**src/rtl/link_arbiter.sv**
```systemverilog
// link_arbiter: four-requester round-robin arbiter for a shared 4-phase link.
// Grants are registered one-hot and may be held across a locked burst of up
// to MAX_BURST transfers before the grant is forced to rotate.
module link_arbiter #(
  parameter int DW        = 8,
  parameter int MAX_BURST = 4
) (
  input  logic            clk,
  input  logic            rst,
  input  logic [3:0]      req_i,
  input  logic [4*DW-1:0] data_i,
  input  logic [3:0]      lock_i,
  output logic [3:0]      ack_o,
  output logic            req_o,
  output logic [DW-1:0]   data_o,
  input  logic            ack,
  output logic [3:0]      gnt,
  output logic            busy
);

  typedef enum logic [1:0] {
    IDLE    = 2'd0,
    ACTIVE  = 2'd1,
    RELEASE = 2'd2,
    HOLD    = 2'd3
  } state_t;

  localparam logic [3:0] BURST_LIMIT = 4'(MAX_BURST);

  state_t     state;
  state_t     state_next;
  logic [3:0] gnt_next;
  logic [1:0] ptr;
  logic [1:0] ptr_next;
  logic [3:0] bcnt;
  logic [3:0] bcnt_next;

  logic [1:0] gnt_idx;
  logic       gnt_req;
  logic       gnt_lock;
  logic       found;
  logic [1:0] win_idx;
  logic [1:0] search_idx;

  // Index of the currently granted requester (gnt is one-hot or zero)
  always_comb begin
    gnt_idx = '0;
    for (int k = 0; k < 4; k++) begin
      if (gnt[k]) begin
        gnt_idx = 2'(k);
      end
    end
  end

  assign gnt_req  = |(gnt & req_i);
  assign gnt_lock = |(gnt & lock_i);

  // Round-robin search starting at ptr and wrapping modulo 4
  always_comb begin
    found      = 1'b0;
    win_idx    = ptr;
    search_idx = ptr;
    for (int k = 0; k < 4; k++) begin
      search_idx = ptr + 2'(k);
      if (!found && req_i[search_idx]) begin
        found   = 1'b1;
        win_idx = search_idx;
      end
    end
  end

  // Next-state logic for the grant FSM, pointer and burst counter
  always_comb begin
    state_next = state;
    gnt_next   = gnt;
    ptr_next   = ptr;
    bcnt_next  = bcnt;
    case (state)
      IDLE: begin
        if (found) begin
          gnt_next   = 4'b0001 << win_idx;
          bcnt_next  = 4'd1;
          state_next = ACTIVE;
        end else begin
          gnt_next = 4'b0000;
        end
      end
      ACTIVE: begin
        if (ack) begin
          state_next = RELEASE;
        end else if (!gnt_req) begin
          // Requester gave up before the slave answered
          gnt_next   = 4'b0000;
          ptr_next   = gnt_idx + 2'd1;
          state_next = IDLE;
        end
      end
      RELEASE: begin
        if (!ack && !gnt_req) begin
          if (gnt_lock && (bcnt < BURST_LIMIT)) begin
            state_next = HOLD;
          end else begin
            gnt_next   = 4'b0000;
            ptr_next   = gnt_idx + 2'd1;
            state_next = IDLE;
          end
        end
      end
      HOLD: begin
        if (gnt_req) begin
          bcnt_next  = bcnt + 4'd1;
          state_next = ACTIVE;
        end else if (!gnt_lock) begin
          gnt_next   = 4'b0000;
          ptr_next   = gnt_idx + 2'd1;
          state_next = IDLE;
        end
      end
      default: begin
        gnt_next   = 4'b0000;
        state_next = IDLE;
      end
    endcase
  end

  // State, grant, pointer and burst counter registers with synchronous reset
  always_ff @(posedge clk) begin
    if (rst) begin
      state <= IDLE;
      gnt   <= 4'b0000;
      ptr   <= 2'd0;
      bcnt  <= 4'd0;
    end else begin
      state <= state_next;
      gnt   <= gnt_next;
      ptr   <= ptr_next;
      bcnt  <= bcnt_next;
    end
  end

  // Data path to the slave: only the granted requester's byte passes
  always_comb begin
    data_o = '0;
    for (int k = 0; k < 4; k++) begin
      if (gnt[k]) begin
        data_o = data_i[k*DW +: DW];
      end
    end
  end

  assign req_o = |(gnt & req_i);
  assign ack_o = gnt & {4{ack}};
  assign busy  = |gnt;

endmodule
```
**config.mk**
```make
export PLATFORM = sky130hd
export DESIGN_NAME = link_arbiter
export DESIGN_NICKNAME = d
export VERILOG_FILES = /design/src/rtl/link_arbiter.sv
export SDC_FILE = /design/constraint.sdc
export NUM_CORES = 1
export LEC_CHECK = 0
export ABC_AREA = 0
export ABC_CLOCK_PERIOD_IN_PS = 1800
export BUFFER_PORTS_ARGS = -buffer_cell sky130_fd_sc_hd__buf_2
export CAP_MARGIN = 0
export CORE_UTILIZATION = 43
export DETAILED_ROUTE_END_ITERATION = 6
export HOLD_SLACK_MARGIN = 0.06
export PLACE_DENSITY = 0.87
export SKIP_CTS_REPAIR_TIMING = 1
export SLEW_MARGIN = 5
export SYNTH_ARGS = -nofsm -noshare
export SYNTH_HDL_FRONTEND = slang
export SYNTH_SLANG_ARGS = --single-unit
```
**constraint.sdc**
```tcl
create_clock -name clk -period 1.8 [get_ports clk]
set_clock_uncertainty 0.05 [all_clocks]
set_input_delay 0.18 -clock clk [delete_from_list [all_inputs] [get_ports clk]]
set_output_delay 0.18 -clock clk [all_outputs]
set_load 0.02 [all_outputs]
```
* After elaboration in Yosys (flattened, before gate mapping) *
Cells that the tools add are included.

word-level totals
  bits in registers = 12
  bits of input ports = 43
  output and inout bits = 18

operators by class
  add/subtract/negate cells = 5
  $lt $le $gt $ge = 5
  eq/ne operators = 13
  shift operators = 1
  muxes and demuxes = 48
  bitwise operators = 3
  reduce and logical (&&, ||, !) cells = 20

operators by type and width
  operator                                                     number
  two-way mux 2 bit                                            18
  two-way mux 4 bit                                            9
  two-way mux 8 bit                                            4
  != test 2 bit (second input constant)                        8
  case mux 4 bit (4 select lines)                              1
  AND 4 bit                                                    3
  less-than comparator 2 x 3 -> 1 bit (second input constant)  4
  OR reduction 4 bit                                           3
  two-way mux 1 bit                                            9
  binary-select mux 1 bit (select 2 bit)                       4
  case mux 2 bit (4 select lines)                              1
  case mux 4 bit (2 select lines)                              1
  AND reduction 7 bit                                          1
  != test 3 bit (second input constant)                        2
  case mux 2 bit (3 select lines)                              1
  AND reduction 6 bit                                          1
  logical AND 1 bit                                            5
  zero test 1 bit                                              5
  adder 2 x 1 -> 2 bit (second input constant)                 2
  adder 2 bit (second input constant)                          2
  adder 4 x 1 -> 4 bit (second input constant)                 1
  equality test 2 bit (second input constant)                  2
  less-than comparator 4 x 3 -> 1 bit (second input constant)  1
  AND reduction 4 bit                                          1
  6 further kinds                                              6

* Logic depth before layout (Yosys ltp) *
Gate-level depths: netlist of run 1.

  depth after elaboration = 15
  mapped depth = 7
  depth with buffers taken out = 6

* Least setup slack after synthesis of run 1 *
No wires, ideal clock.

  path type = register to register
  from = register gnt[1]
  to = register gnt[0]
  arrival time = 1,595 ps
  slack = 63 ps
  cell stages (with the launch flop) = 7
  clock period less this slack = 1,737 ps
  path through = dfxtp_1 -> a22oi_1 -> and2_1 -> inv_2 -> nor2_1 -> o221a_2 -> o32ai_1

between the ends
  cells in the longest elaborated chain, start to end = 6
  elaborated cells between the ends (all ways) = 13

ends and longest elaborated chain
  item                               line  RTL
  from (decl)                        17    output logic [3:0] gnt,
  from (signal assigned)             135   gnt <= gnt_next;
  AND 4 bit (*)                      n/a
  OR reduction 4 bit (*)             n/a
  via req_o                          14    output logic req_o,
  zero test 1 bit                    99    if (!ack && !gnt_req) begin
  logical AND 1 bit                  99
  != test 2 bit (no line)            n/a
  AND reduction 6 bit (no line) (*)  n/a

The timed path passes the listed nets; every way through them passes the cells marked *.
A chain may end at the register's enable or synchronous reset.

* Worst setup path in the final report of run 1 *
  from = register gnt[0]
  to = register ptr[0]

between the ends
  cells in the longest elaborated chain, start to end = 6
  elaborated cells between the ends (all ways) = 13

ends and longest elaborated chain
  item                               line  RTL
  AND 4 bit                          55    assign gnt_req = |(gnt & req_i);
  OR reduction 4 bit                 55
  zero test 1 bit                    99
  logical AND 1 bit                  99
  != test 2 bit (no line)            n/a
  AND reduction 7 bit (no line) (*)  n/a
  to (signal assigned)               136   ptr <= ptr_next;
  to (decl)                          33    logic [1:0] ptr;

Every way passes the cells marked *; elsewhere a longest branch is shown, timed or not.

==> results of run 1 <==
==> cells by family (layout without fill, tap and decap cells) <==
family	count (synthesis)	in the layout	synth area share, %
XOR/XNOR	2	2	1.68
AND/OR/NAND/NOR	47	47	23.2
adder cells (fa/ha/maj)	1	1	1.20
flip-flops	12	12	23.0
buffers and inverters	17	83	6.84
AO/OA/AOI/OAI	56	56	44.1
==> cell usage after synthesis, types with 2 or more instances <==
cell	number	area [µm²]
o32ai_1	5	43.8
o22ai_1	2	12.5
nand4_1	2	12.5
a221o_1	8	80.1
nor3_1	6	30.0
o2bb2ai_1	2	17.5
and2_1	5	31.3
clkbuf_1	6	22.5
a21oi_1	10	50.1
a22oi_2	2	25.0
nor2_1	15	56.3
dfxtp_1	12	240
inv_1	8	30.0
o21ai_0	2	10.0
nand2_1	8	30.0
or4_1	3	22.5
a21o_1	2	15.0
xor2_1	2	17.5
a22oi_1	10	75.1
==> flip-flops by register name (all words and copies together) (netlist names) <==
| name | count |
|---|---|
| ptr | 2 |
| bcnt | 4 |
| gnt | 4 |
| state | 2 |
==> metrics by stage <==
step                      hold slack, ns  setup TNS (ns)  instances  cell area, µm²
final                              0.186               0        229            1500
after global routing               0.201          -0.168        229            1500
after CTS                          0.184           -2.06        227            1430
after detailed placement           0.464               0        224            1410
after global placement             0.436               0        224            1410
after floorplan                    0.326               0        135            1040
==> routing by layer <==
layer  GRT usage (%)  vias up
met4            6.76        0
met5               0        -
met3            1.79        4
li1                -      666
met1            31.9      629
met2            44.7       46
==> layout make-up <==
class	count	area, µm²
clock buffers	3	22.5
fillers	208	759
inverters	9	33.8
multi-input cells	106	752
flip-flops and latches	12	250
well taps	28	35.0
repair buffers	71	402
==> worst max path at each step <==
stage,from,to,cells after the start,slack [ns]
after floorplan,gnt[1]$_SDFFE_PP0P_,gnt[0]$_SDFFE_PP0P_,6,0.06
after global placement,gnt[2]$_SDFFE_PP0P_,data_o[1],4,0.09
after detailed placement,gnt[0]$_SDFFE_PP0P_,ptr[0]$_SDFFE_PP0P_,5,0.005
after CTS,gnt[1]$_SDFFE_PP0P_,data_o[1],6,-0.28
after global routing,gnt[1]$_SDFFE_PP0P_,data_o[7],6,-0.05
final,gnt[0]$_SDFFE_PP0P_,ptr[0]$_SDFFE_PP0P_,5,0.02
==> report_power, final <==
group	total, W	switching (W)	internal [W]
registers	0.000404	0.0000880	0.000316
logic	0.000950	0.000532	0.000418
clock network	0.000159	0.0000815	0.0000772
==> impl_metrics.tcl, run 1 <==
set metrics [dict create \
    status "finished clean" \
    die_w_um 51.2 \
    io_buffers 60 \
    r2r-end "ptr[0]$_SDFFE_PP0P_" \
    period_share_pct 98.9 \
    setup_slack_ns 0.0205 \
    gp_congestion 0.904 \
    crit_path_end_kind "register" \
    synthCells 135 \
    drc 0 \
    critPathTopFamily "compound AO/OA/AOI/OAI gates" \
    synth.avg_cell_area_um2 7.72 \
    post-route-util_pct 66.3 \
    hold_path_class "in2reg" \
    powerDensity_nw_per_um2 1010 \
    report.final.slew_viol_count 0 \
    cts_tree "built" \
    cp_data_arrival_time_ns 1.93 \
    area_growth_pct 43.5 \
    cp.required_ns 1.95 \
    diodes 0 \
    ios 61 \
    regToRegSetupSlack_ns 0.02 \
    hold_viol_final 0 \
    cts-htree-levels 1 \
    cts_sinks 12 \
    pre_cts_slack_ns 0.00520 \
    layout.nets 247 \
    min_from "rst" \
    hpwl_mm 2.69 \
    drtIter0Drc 64 \
    met3WireLength_um 147 \
    clk_pin_slew_ns 0.07 \
    reg2reg_depth 5 \
    ys_ff_latch 12 \
    synth-seq-area-share_pct 23.0 \
    worstSetupPathType "reg2reg" \
    max_clock_freq_mhz 562 \
    synth_edf_count 0 \
    ys_warn_count 0 \
    route.met2.wl_mm 1.77 \
    cts-root-buf "clkbuf_4" \
    grt_pass1_vias 1160 \
    async_reset_ff_share_pct 0 \
    grt_first_pass_wirelength_mm 4.95 \
    regToRegStartpoint "gnt[0]$_SDFFE_PP0P_" \
    num_rows 17 \
    numCtsBuffers 3 \
    wl_mm 3.45 \
    syn_area_um2 1040 \
    track_usage_pct 25.0 \
    clk-insertion-delay-late_ns 0.26 \
    crit_buf_inv 0 \
    slowest_stage "or4_1" \
    max_stage_delay_ns 0.41 \
    drive_above_1_share_pct 43.8 \
    whs_path_depth 2 \
    synth_nets 179 \
    maxCapViolations 0 \
    overflow 0 \
    rsz0062_at_grt "true" \
    highest_layer "met4" \
    wl_per_cell_um 15.1 \
    leakage_nw 0.709 \
    min_period_ns 1.78 \
    synth.distinct_cells 44 \
    worstMarginPinSlew_ns 0.464 \
    via_per_inst 5.87 \
    clk_path_buf_depth 2 \
    met1_length_mm 1.51 \
    coreArea_um2 2250 \
    dieArea_um2 2620 \
    ant_nets 0 \
    ir_drop_v 0.000680 \
    initial_utilization_pct 46.2 \
    dr_total_vias 1345 \
    worstPathCellList "a22oi_2 > a2bb2oi_2 > o32a_1 > or4_1 > a21oi_1" \
    yosys_most_used_dff "dfxtp_1" \
    setup_viol 0 \
    final_common_cell "buf_2" \
    start_kind "register" \
    die_y_um 51.2 \
    slew-limit-headroom_pct 68.8 \
    finalPower_w 0.00151 \
    grt_max_degree 19 \
    firstDrtPassIters 4 \
    antenna_found_initial 0 \
    layout_common_cells "57 x buf_2, 14 x nor2_1, 11 x buf_4" \
    whs_endpoint "bcnt[1]$_SDFFE_PP0P_" \
    cp_max_fo 6 \
]
Note: power is estimated with default switching activity, not from simulation.
==> run 2, diff against run 1 <==
ABC_CLOCK_PERIOD_IN_PS = 2200   (was 1800)
CORE_UTILIZATION = 47   (was 43)
PLACE_DENSITY = 0.93   (was 0.87)
clock period = 2.2 ns   (was 1.8 ns; I/O delays follow)
==> run 2 against run 1 <==
Against the previous run:
- utilization is 3.1 points higher
- final cell count is 3.5% lower
- largest power group unchanged
- count of clock-buffer cells in the layout unchanged
- sequential share of layout area up 0.39 points
==> impl_metrics.tcl, run 2 (synthesized netlist as in run 1, its figures left out) <==
set metrics [dict create \
    powerDensity_nw_per_um2 844 \
    place_area_um2 1370 \
    critPathTopFamily "flip-flops" \
    status "finished clean" \
    crit_buf_inv 2 \
    track_usage_pct 28.9 \
    clk-insertion-delay-late_ns 0.27 \
    dr_total_vias 1341 \
    cp.required_ns 1.93 \
    largest_registers "bcnt: 4 flops, gnt: 4 flops" \
    clk_path_buf_depth 2 \
    cp_max_fo 9 \
    firstDrtPassIters 5 \
    drtIter0Drc 72 \
    setup_slack_ns 0.156 \
    slew-limit-headroom_pct 70.6 \
    area_growth_pct 34.6 \
    maxCapViolations 0 \
    cts-root-buf "clkbuf_4" \
    hold_viol_final 0 \
    grt_first_pass_wirelength_mm 5.51 \
    diodes 0 \
    wl_per_cell_um 15.5 \
    period_share_pct 92.9 \
    numCtsBuffers 3 \
    hold_path_class "in2reg" \
    min_period_ns 2.04 \
    worstSetupPathType "reg2out" \
    num_rows 16 \
    drive_above_1_share_pct 39.2 \
    setup_viol 0 \
    drc 0 \
    ant_nets 0 \
    initial_utilization_pct 51.5 \
    pre_cts_slack_ns 0.365 \
    grt_pass1_vias 1194 \
    ios 61 \
    cts_tree "built" \
    max_clock_freq_mhz 489 \
    final_common_cell "buf_2" \
    rsz0062_at_grt "false" \
    layout.nets 240 \
    stdcell_area_um2 1400 \
    worstPathCellList "inv_1 > nor2_2 > a22oi_1 > nor2_1 > a221o_1 > buf_2" \
    cts-htree-levels 1 \
    cp_data_arrival_time_ns 1.77 \
    tns_ns 0 \
    cts_sinks 12 \
    gp_congestion 0.881 \
    clk_pin_slew_ns 0.07 \
    holdWs_ns 0.229 \
    leakage_nw 0.668 \
    hpwl_mm 2.67 \
    overflow 0 \
    coreArea_um2 2020 \
    dieArea_um2 2410 \
    antenna_found_initial 0 \
    io_buffers 60 \
    ir_drop_v 0.000478 \
    layout_common_cells "60 x buf_2, 14 x nor2_1, 12 x dfxtp_1" \
    max_stage_delay_ns 0.50 \
    die_y_um 49.1 \
    grt_max_degree 19 \
    report.final.slew_viol_count 0 \
    wl_mm 3.42 \
    die_w_um 49.1 \
    start_kind "register" \
    via_per_inst 6.07 \
    slowest_stage "dfxtp_1" \
    worstMarginPinSlew_ns 0.438 \
    crit_path_end_kind "output port" \
]
-- run 2: changes by cell type in the layout (fill, tap and decap cells not counted), sizes merged --
cell and delta:
buf -7
-- run 2: power breakdown --
part           leakage (nW)  switching [W]  internal [W]  total [W]
clock                0.0138      0.0000694     0.0000634   0.000133
combinational         0.556       0.000431      0.000297   0.000728
sequential           0.0979      0.0000684      0.000255   0.000323
total                 0.668       0.000569      0.000615    0.00118
-- run 2: metrics by stage --
step,utilization (%),instances,total power [W]
CTS,68.8,221,0.00116
detailed placement,67.7,218,0.00103
global route,69.4,221,0.00127
floorplan,-,135,0.000801
global placement,67.7,218,0.000997
finish,69.4,221,0.00118
-- run 2: final cells by class --
cell class	count	area, µm²
clock buffers	3	22.5
fillers	164	619
inverters	9	33.8
multi-input cells	106	742
flip-flops and latches	12	240
well taps	27	33.8
repair buffers	64	330
-- run 2: final timing paths --
check                                     startpoint                   end  slack (ns)  cells after the start
worst max register to register   gnt[2]$_SDFFE_PP0P_   gnt[0]$_SDFFE_PP0P_        0.35                      5
worst max-delay path             gnt[1]$_SDFFE_PP0P_             data_o[7]        0.16                      6
worst min register to register  bcnt[0]$_SDFFE_PP0P_  bcnt[0]$_SDFFE_PP0P_        0.48                      1
worst min-delay path                             rst  bcnt[1]$_SDFFE_PP0P_        0.23                      2
-- run 2: routing by layer --
| layer | global-route usage, % | routed length, µm |
|---|---|---|
| met5 | 0 | 0 |
| met4 | 11.3 | 62 |
| met3 | 1.87 | 272 |
| met1 | 38.5 | 1400 |
| met2 | 48.2 | 1690 |
